$ cat src/rtl/sect283k1_scalar_load.sv
// sect283k1 scalar loader: assembles nine 32-bit words into a 288-bit
// scalar, checks framing, range (< 2^283) and optionally all-zero, then hands
// the 283-bit scalar to the point multiplier and waits for its completion.
module sect283k1_scalar_load #(
  parameter bit EnZeroChk = 1'b1
) (
  input  logic         clk,
  input  logic         rst_n,
  input  logic         clr,
  input  logic         s_valid,
  output logic         s_ready,
  input  logic [31:0]  s_data,
  input  logic         s_last,
  output logic         pm_start,
  output logic [282:0] pm_d,
  input  logic         pm_done,
  output logic         busy,
  output logic         err,
  output logic [1:0]   err_code,
  output logic         ack
);

  typedef enum logic [2:0] {LOAD, CHECK, ISSUE, WAIT, DRAIN} state_t;

  state_t         state, state_nxt;
  logic [3:0]     cnt;
  logic [287:0]   asm_reg;
  logic           done_q;

  logic           xfer;
  logic           range_bad;
  logic           zero_bad;
  logic           done_rise;

  logic           asm_load, asm_clr, cnt_inc, cnt_clr;
  logic           busy_set, busy_clr, err_set, issue, ack_set;
  logic [1:0]     err_code_set;

  assign s_ready   = (state == LOAD) || (state == DRAIN);
  assign xfer      = s_valid && s_ready;
  assign range_bad = |asm_reg[287:283];
  assign zero_bad  = EnZeroChk && (asm_reg == '0);
  assign done_rise = pm_done && !done_q;

  // State register; clr behaves like a one-cycle synchronous reset.
  always_ff @(posedge clk or negedge rst_n) begin
    if (!rst_n)   state <= LOAD;
    else if (clr) state <= LOAD;
    else          state <= state_nxt;
  end

  // Next-state and per-cycle control strobes for the datapath.
  always_comb begin
    state_nxt    = state;
    asm_load     = 1'b0;
    asm_clr      = 1'b0;
    cnt_inc      = 1'b0;
    cnt_clr      = 1'b0;
    busy_set     = 1'b0;
    busy_clr     = 1'b0;
    err_set      = 1'b0;
    err_code_set = 2'b00;
    issue        = 1'b0;
    ack_set      = 1'b0;
    case (state)
      LOAD: begin
        if (xfer) begin
          if (cnt == 4'd8) begin
            if (s_last) begin
              asm_load  = 1'b1;
              busy_set  = 1'b1;
              state_nxt = CHECK;
            end else begin
              err_set      = 1'b1;
              err_code_set = 2'b11;
              asm_clr      = 1'b1;
              cnt_clr      = 1'b1;
              busy_clr     = 1'b1;
              state_nxt    = DRAIN;
            end
          end else if (s_last) begin
            err_set      = 1'b1;
            err_code_set = 2'b11;
            asm_clr      = 1'b1;
            cnt_clr      = 1'b1;
            busy_clr     = 1'b1;
          end else begin
            asm_load = 1'b1;
            cnt_inc  = 1'b1;
            busy_set = 1'b1;
          end
        end
      end
      CHECK: begin
        if (range_bad || zero_bad) begin
          err_set      = 1'b1;
          err_code_set = range_bad ? 2'b10 : 2'b01;
          asm_clr      = 1'b1;
          cnt_clr      = 1'b1;
          busy_clr     = 1'b1;
          state_nxt    = LOAD;
        end else begin
          issue     = 1'b1;
          state_nxt = ISSUE;
        end
      end
      ISSUE: state_nxt = WAIT;
      WAIT: begin
        if (done_rise) begin
          ack_set   = 1'b1;
          busy_clr  = 1'b1;
          cnt_clr   = 1'b1;
          asm_clr   = 1'b1;
          state_nxt = LOAD;
        end
      end
      DRAIN: begin
        if (xfer && s_last) state_nxt = LOAD;
      end
      default: state_nxt = LOAD;
    endcase
  end

  // Datapath and registered outputs: assembly, counter, pulses and scalar.
  always_ff @(posedge clk or negedge rst_n) begin
    if (!rst_n) begin
      cnt      <= '0;
      asm_reg  <= '0;
      done_q   <= 1'b0;
      busy     <= 1'b0;
      err      <= 1'b0;
      err_code <= 2'b00;
      ack      <= 1'b0;
      pm_start <= 1'b0;
      pm_d     <= '0;
    end else if (clr) begin
      cnt      <= '0;
      asm_reg  <= '0;
      done_q   <= 1'b0;
      busy     <= 1'b0;
      err      <= 1'b0;
      err_code <= 2'b00;
      ack      <= 1'b0;
      pm_start <= 1'b0;
      pm_d     <= '0;
    end else begin
      done_q   <= pm_done;
      err      <= err_set;
      ack      <= ack_set;
      pm_start <= issue;
      if (err_set)       err_code <= err_code_set;
      if (busy_clr)      busy <= 1'b0;
      else if (busy_set) busy <= 1'b1;
      if (cnt_clr)       cnt <= '0;
      else if (cnt_inc)  cnt <= cnt + 4'd1;
      if (asm_clr)       asm_reg <= '0;
      else if (asm_load) asm_reg[{cnt, 5'd0} +: 32] <= s_data;
      if (issue)         pm_d <= asm_reg[282:0];
    end
  end

endmodule

$ cat config.mk
export PLATFORM = sky130hd
export DESIGN_NAME = sect283k1_scalar_load
export DESIGN_NICKNAME = d
export VERILOG_FILES = /design/src/rtl/sect283k1_scalar_load.sv
export SDC_FILE = /design/constraint.sdc
export NUM_CORES = 1
export LEC_CHECK = 0
export BUFFER_PORTS_ARGS = -buffer_cell sky130_fd_sc_hd__buf_2
export CORE_AREA = 2 2 233 235
export CTS_CLUSTER_DIAMETER = 40
export DETAILED_ROUTE_END_ITERATION = 6
export DIE_AREA = 0 0 235 237
export PLACE_DENSITY = 0.76
export RECOVER_POWER = 100
export SLEW_MARGIN = 25
export SYNTH_ARGS = -nofsm -noshare
export SYNTH_HDL_FRONTEND = slang
export SYNTH_SLANG_ARGS = --single-unit
$ cat constraint.sdc
create_clock -name clk -period 2.7 [get_ports clk]
set_clock_uncertainty 0.2 [all_clocks]
set_input_delay 0.54 -clock clk [delete_from_list [all_inputs] [get_ports clk]]
set_output_delay 0.54 -clock clk [all_outputs]
set_load 0.02 [all_outputs]
# Yosys cells after proc, flatten, opt, wreduce, memory -nomap -nowiden
# Cells that the tools add are included.
# word_totals
wordCells	87
regBits	585
in_bits	38
# classes
n_mux	50
n_reduce_logical	14
addsub	2
n_eq_ne	9
n_shift	2
# ops
cell	n
two-way mux 288 bit	3
two-way mux 283 bit	2
bitwise mux 288 bit	1
zero test 288 bit	1
variable shift 32 x 11 -> 288 bit, first input constant	1
variable part select 32 x 11 -> 288 bit	1
two-way mux 1 bit	22
two-way mux 2 bit	9
two-way mux 3 bit	6
case mux 3 bit (5 select lines)	1
two-way mux 4 bit	3
negation 9 -> 11 bit	1
equality test 3 x 2 -> 1 bit, second input constant	2
!= test 3 x 2 -> 1 bit, second input constant	2
!= test 3 bit, second input constant	2
nonzero test 3 bit	2
OR reduction 5 bit	1
adder 4 x 1 -> 4 bit, second input constant	1
equality test 4 bit, second input constant	1
case mux 2 bit (2 select lines)	1
AND reduction 4 bit	1
nonzero test 2 bit	2
equality test 3 x 1 -> 1 bit, second input constant	1
equality test 3 bit, second input constant	1
6 further kinds	9

# Depth between registers and ports, before layout
# logic_depth
depth_word	8
ltp_mapped	12
mapped_depth_nobuf	10

# Worst setup path after synthesis
# No wires, ideal clock.
# synth_timing
path_kind	reg2reg
from	register cnt[0]
to	register asm_reg[10]
arrival_ps	2581
path_slack_ps	-217
stages_incl_launch_ff	13
cell_sequence	dfrtp_1 > inv_1 > ha_1 > nor2b_1 > nand2_1 > ha_1 > nor2b_1 > buf_2 > nor2b_1 > nand4b_1 > buf_2 > mux2i_1 > nor3_1
# synth_between
elab_chain_len	6
word_cells_on_any_way	15
# synth_rtl
item	line_no	source
from (decl)	26	logic [3:0] cnt;
from (signal assigned)	155	else if (cnt_inc) cnt <= cnt + 4'd1;
negation 9 -> 11 bit or equality test 4 bit (tied branches)	157, 68	
variable part select 32 x 11 -> 288 bit (tied with other cells)	157	else if (asm_load) asm_reg[{cnt, 5'd0} +: 32] <= s_data;
bitwise mux 288 bit or two-way mux 1 bit (tied branches)	157, 67	
two-way mux 288 bit or case mux 1 bit (3 select lines) (tied branches)	157, 65	
two-way mux 288 bit	156	if (asm_clr) asm_reg <= '0;
two-way mux 288 bit	136	end else if (clr) begin
to (signal, indexed assignment)	157	
to (decl)	27	logic [287:0] asm_reg;
# Several ways; a longest one is shown, not always the timed one. The select of a mux whose other input is x is not followed.
# A chain may end at the register's enable or synchronous reset.

# Worst setup path in the final report
# layout_timing
from	register asm_reg[198]
to	register asm_reg[74]
# layout_between
elab_chain_len	6
word_cells_on_any_way	7
# layout_rtl
item	line_no	source
zero test 288 bit *	42	assign zero_bad = EnZeroChk && (asm_reg == '0);
logical OR 1 bit *	95	if (range_bad || zero_bad) begin
two-way mux 1 bit *	95	
case mux 1 bit (3 select lines) *	65	case (state)
two-way mux 288 bit	156	
two-way mux 288 bit	136	
# Every way passes the cells marked *; elsewhere a longest branch is shown, timed or not.

==> metrics.md <==
| Metric | Value |
|---|---|
| Worst Hold Path Cells | 4 |
| Largest net degree at the start of global routing | 159 |
| WL/cell | roughly 25 microns |
| Maxcap violations | 1 |
| Worst vdd ir | around 470 uV |
| CTS tree | built |
| Switching Fraction | between 20% and 30% |
| Clk network pwr share | between 50% and 60% |
| Drt first pass iters | 5 |
| Part of the power in registers | between 40% and 50% |
| Vias per inst | roughly 5.9 |
| Area of the mapped netlist | 0.0278 sq mm |
| Vias in the first global route | around 22000 |
| Slack of the critical path | -0.234 ns |
| CTS sink count | roughly 590 |
| Final Slew Violations | 20 |
| Cell Pwr Density | around 590 mW/mm^2 |
| NumNets Final | approximately 3000 |
| Clock buffer depth | 3 |
| Predominant post-synthesis flop cell | dfrtp_1 |
| Synth async-reset ratio | 100% |
| Worst Path Class, Setup | reg -> reg |
| Die Y | 237 microns |
| Unrepaired setup endpoints after global routing | yes |
| Largest cells by area after synthesis | dfrtp_1 53%, mux2i_1 19%, nand2b_1 13% |
| # port buffers | approximately 330 |
| Post-route insts no fill | 3733 |
| Yosys reg bits | around 590 |
| FF-to-FF path depth | 10 |
| Post-Syn Area per Cell | approximately 11 sq um |
| Root Driver | clkbuf_16 |
| Antenna violations before repair | 9 |
| CORE AREA | between 0.05 and 0.06 sq mm |
| Startpoint Class | flip-flop |
| GP Congestion | a little under 0.9 |
| CTS Buf Count | 81 |
| Worst EP arrival | about 3.2 ns |
| F_max | between 0.3 and 0.4 GHz |
| Final wirelength | 91.7 mm |
| # rows | between 80 and 90 |
| Synth warn | 0 |
| Die width | 235 microns |
| H-tree depth | 3 |
| Max reg flops | between 200 and 300 |
| Share of post-route cells with drive strength above 1 | between 15 and 20% |
| Yosys top cell area share | between 50% and 60% |
| Antenna-violating nets left | 0 |
| Area Overhead vs Synth | 26.0% |
| Fill cells | slightly above 4000 |
| Most numerous cell in the Yosys netlist | dfrtp_1 |
| Clock Latency Late Sink | between 0.6 and 0.7 ns |
| Cell taking the most area after synthesis | dfrtp_1 |
| Seq/Total Area, Yosys | 52.6% |
| Setup total negative slack | -81.20 ns |
| Fin. Hold Viols | 0 |
| Hold Crit Class | in -> reg |
| Net Count, Synth | 2538 |
| WP data required | 3.00 ns |
| NetSw | around 5000 uW |
| Global-route wire length before repair | 134 mm |
| P_leak | roughly 0.015 uW |
| Total grt overflow | 0 |
| Violated checks | capacitance limit, slew limit, setup timing |
| CP endpoint kind | flip-flop |
| Cells after Synth | approximately 2500 |
| Die area | ~0.056 sq mm |
| Period utilization | 109% |
| Final setup fails | approximately 570 |
| Synth cell count leaders | 585 x dfrtp_1, 566 x nand2b_1, 528 x mux2i_1, 276 x nor3_1, 120 x clkbuf_1 |
| Internal power consumption | between 15000 and 20000 uW |
| Rel. slew slack | -16.4% |
| Status | complete, but fails checks |
| Number of instances in the placed design | 3545 |
| GRT Total Usage | a little under a third |
| Fin crit period | 2.93 ns |
| Ports | about 330 |
| Dpl hpwl | between 50 and 60 mm |
| DRC | 0 |
| Clock-pin slew on the worst setup and hold paths | roughly 0.06 ns |
| Logic pwr share | 6.7% |
| Worst Path Max Fanout | 16 |
| Drt first-iter violations | roughly 2500 |
| Count of cell types in the netlist | 38 |
| Routed via count | approximately 22000 |
| Initial core utilization | about 52% |
| EDFF count, synth | 0 |
| Worst slew pin tran | ~1.7 ns |
[area by class of cell]
| class | count | area, sq um | area share, % |
|---|---|---|---|
| inverters | 4 | 15.0 | 0.0429 |
| diodes | 7 | 17.5 | 0.0500 |
| clock inverters | 44 | 445 | 1.27 |
| flip-flops and latches | 585 | 14600 | 41.8 |
| multi-input cells | 1698 | 12500 | 35.7 |
| repair buffers | 596 | 4270 | 12.2 |
| clock buffers | 103 | 2250 | 6.43 |
| well taps | 696 | 871 | 2.49 |
[per-layer routing]
layer	wire [microns]	GRT usage, %
met5	0	0
met4	3670	13.8
met3	8580	5.91
met2	42100	47.9
met1	37300	44.3
[repair_timing]
action / in CTS / in global routing
hold endpoints to repair: 195 / 0
gates cloned: 4 / 18
pin swaps: 9 / 11
hold buffers: 2 / 0
setup buffers: 3 / 7
endpoints found under the setup margin: 581 / 576
gates resized for setup: 28 / 47
[kinds of logic after synthesis]
| family | count (synthesis) | synth area share (%) |
|---|---|---|
| AND/OR/NAND/NOR | 1102 | 23.0 |
| flip-flops | 585 | 52.6 |
| multiplexers | 528 | 19.0 |
| buffers and inverters | 214 | 3.65 |
| AO/OA/AOI/OAI | 58 | 1.38 |
| XOR/XNOR | 5 | 0.158 |
| adder cells (fa/ha/maj) | 4 | 0.180 |
[placed cells by master (no fill, tap or decap), types with 12 or more instances in the layout]
master,netlist,routed
clkbuf_16,0,98
dfrtp_1,585,583
nor2_1,16,16
buf_4,24,188
nand2_1,37,37
nand4_1,18,18
a211oi_1,24,23
mux2i_1,528,527
and3_1,36,34
a21oi_1,21,21
nor4_1,73,54
and2_1,35,34
buf_12,0,38
clkbuf_1,120,302
nor3_1,276,267
nand2b_1,566,566
clkinv_2,0,12
buf_2,56,35
nand3_1,33,31
[critical path, stage by stage, from the launching register on]
cell and delay [ns]:
dfrtp_1 0.39, nor4_2 0.38, nand4_1 0.23, nor4_2 0.39
nand4_1 0.18, buf_6 0.17, o31ai_4 0.25, buf_6 0.17
buf_16 0.18, clkbuf_16 0.20, a211oi_1 0.06
[stage by stage]
step | area (sq um) | utilization, % | hold slack [ns] | worst slack (ns) | total power [uW]
after floorplan | 27900 | - | 0.0444 | 0.0218 | 9520
after global placement | 31700 | 59.6 | 0.214 | -0.547 | 10200
after detailed placement | 31700 | 59.6 | 0.209 | -0.711 | 10200
after CTS | 34800 | 65.2 | 0.0124 | -0.146 | 20700
after global routing | 35000 | 65.7 | 0.0601 | -0.299 | 21400
final | 35000 | 65.7 | 0.0342 | -0.234 | 20800
[power by group through the flow]
stage	Combinational, uW	Clock (uW)	Sequential [uW]
CTS	1240	10700	8820
finish	1390	10600	8820
floorplan	538	0	8980
global route	1460	11100	8820
global placement	1190	0	8970
detailed placement	1200	0	8980
[path summary, 6_finish.rpt]
kind	endpoint	slack [ns]	from
max	asm_reg[74]$_DFFE_PN0P_	-0.23	asm_reg[198]$_DFFE_PN0P_
min	state[2]$_DFFE_PN0P_	0.03	s_last
max reg2reg	asm_reg[74]$_DFFE_PN0P_	-0.23	asm_reg[198]$_DFFE_PN0P_
min reg2reg	err_code[0]$_DFFE_PN0P_	0.31	err_code[0]$_DFFE_PN0P_
max in group asynchronous	pm_d[164]$_DFFE_PN0P_	0.11	rst_n
min in group asynchronous	asm_reg[53]$_DFFE_PN0P_	0.74	rst_n
(Power assumes the default switching activity.)
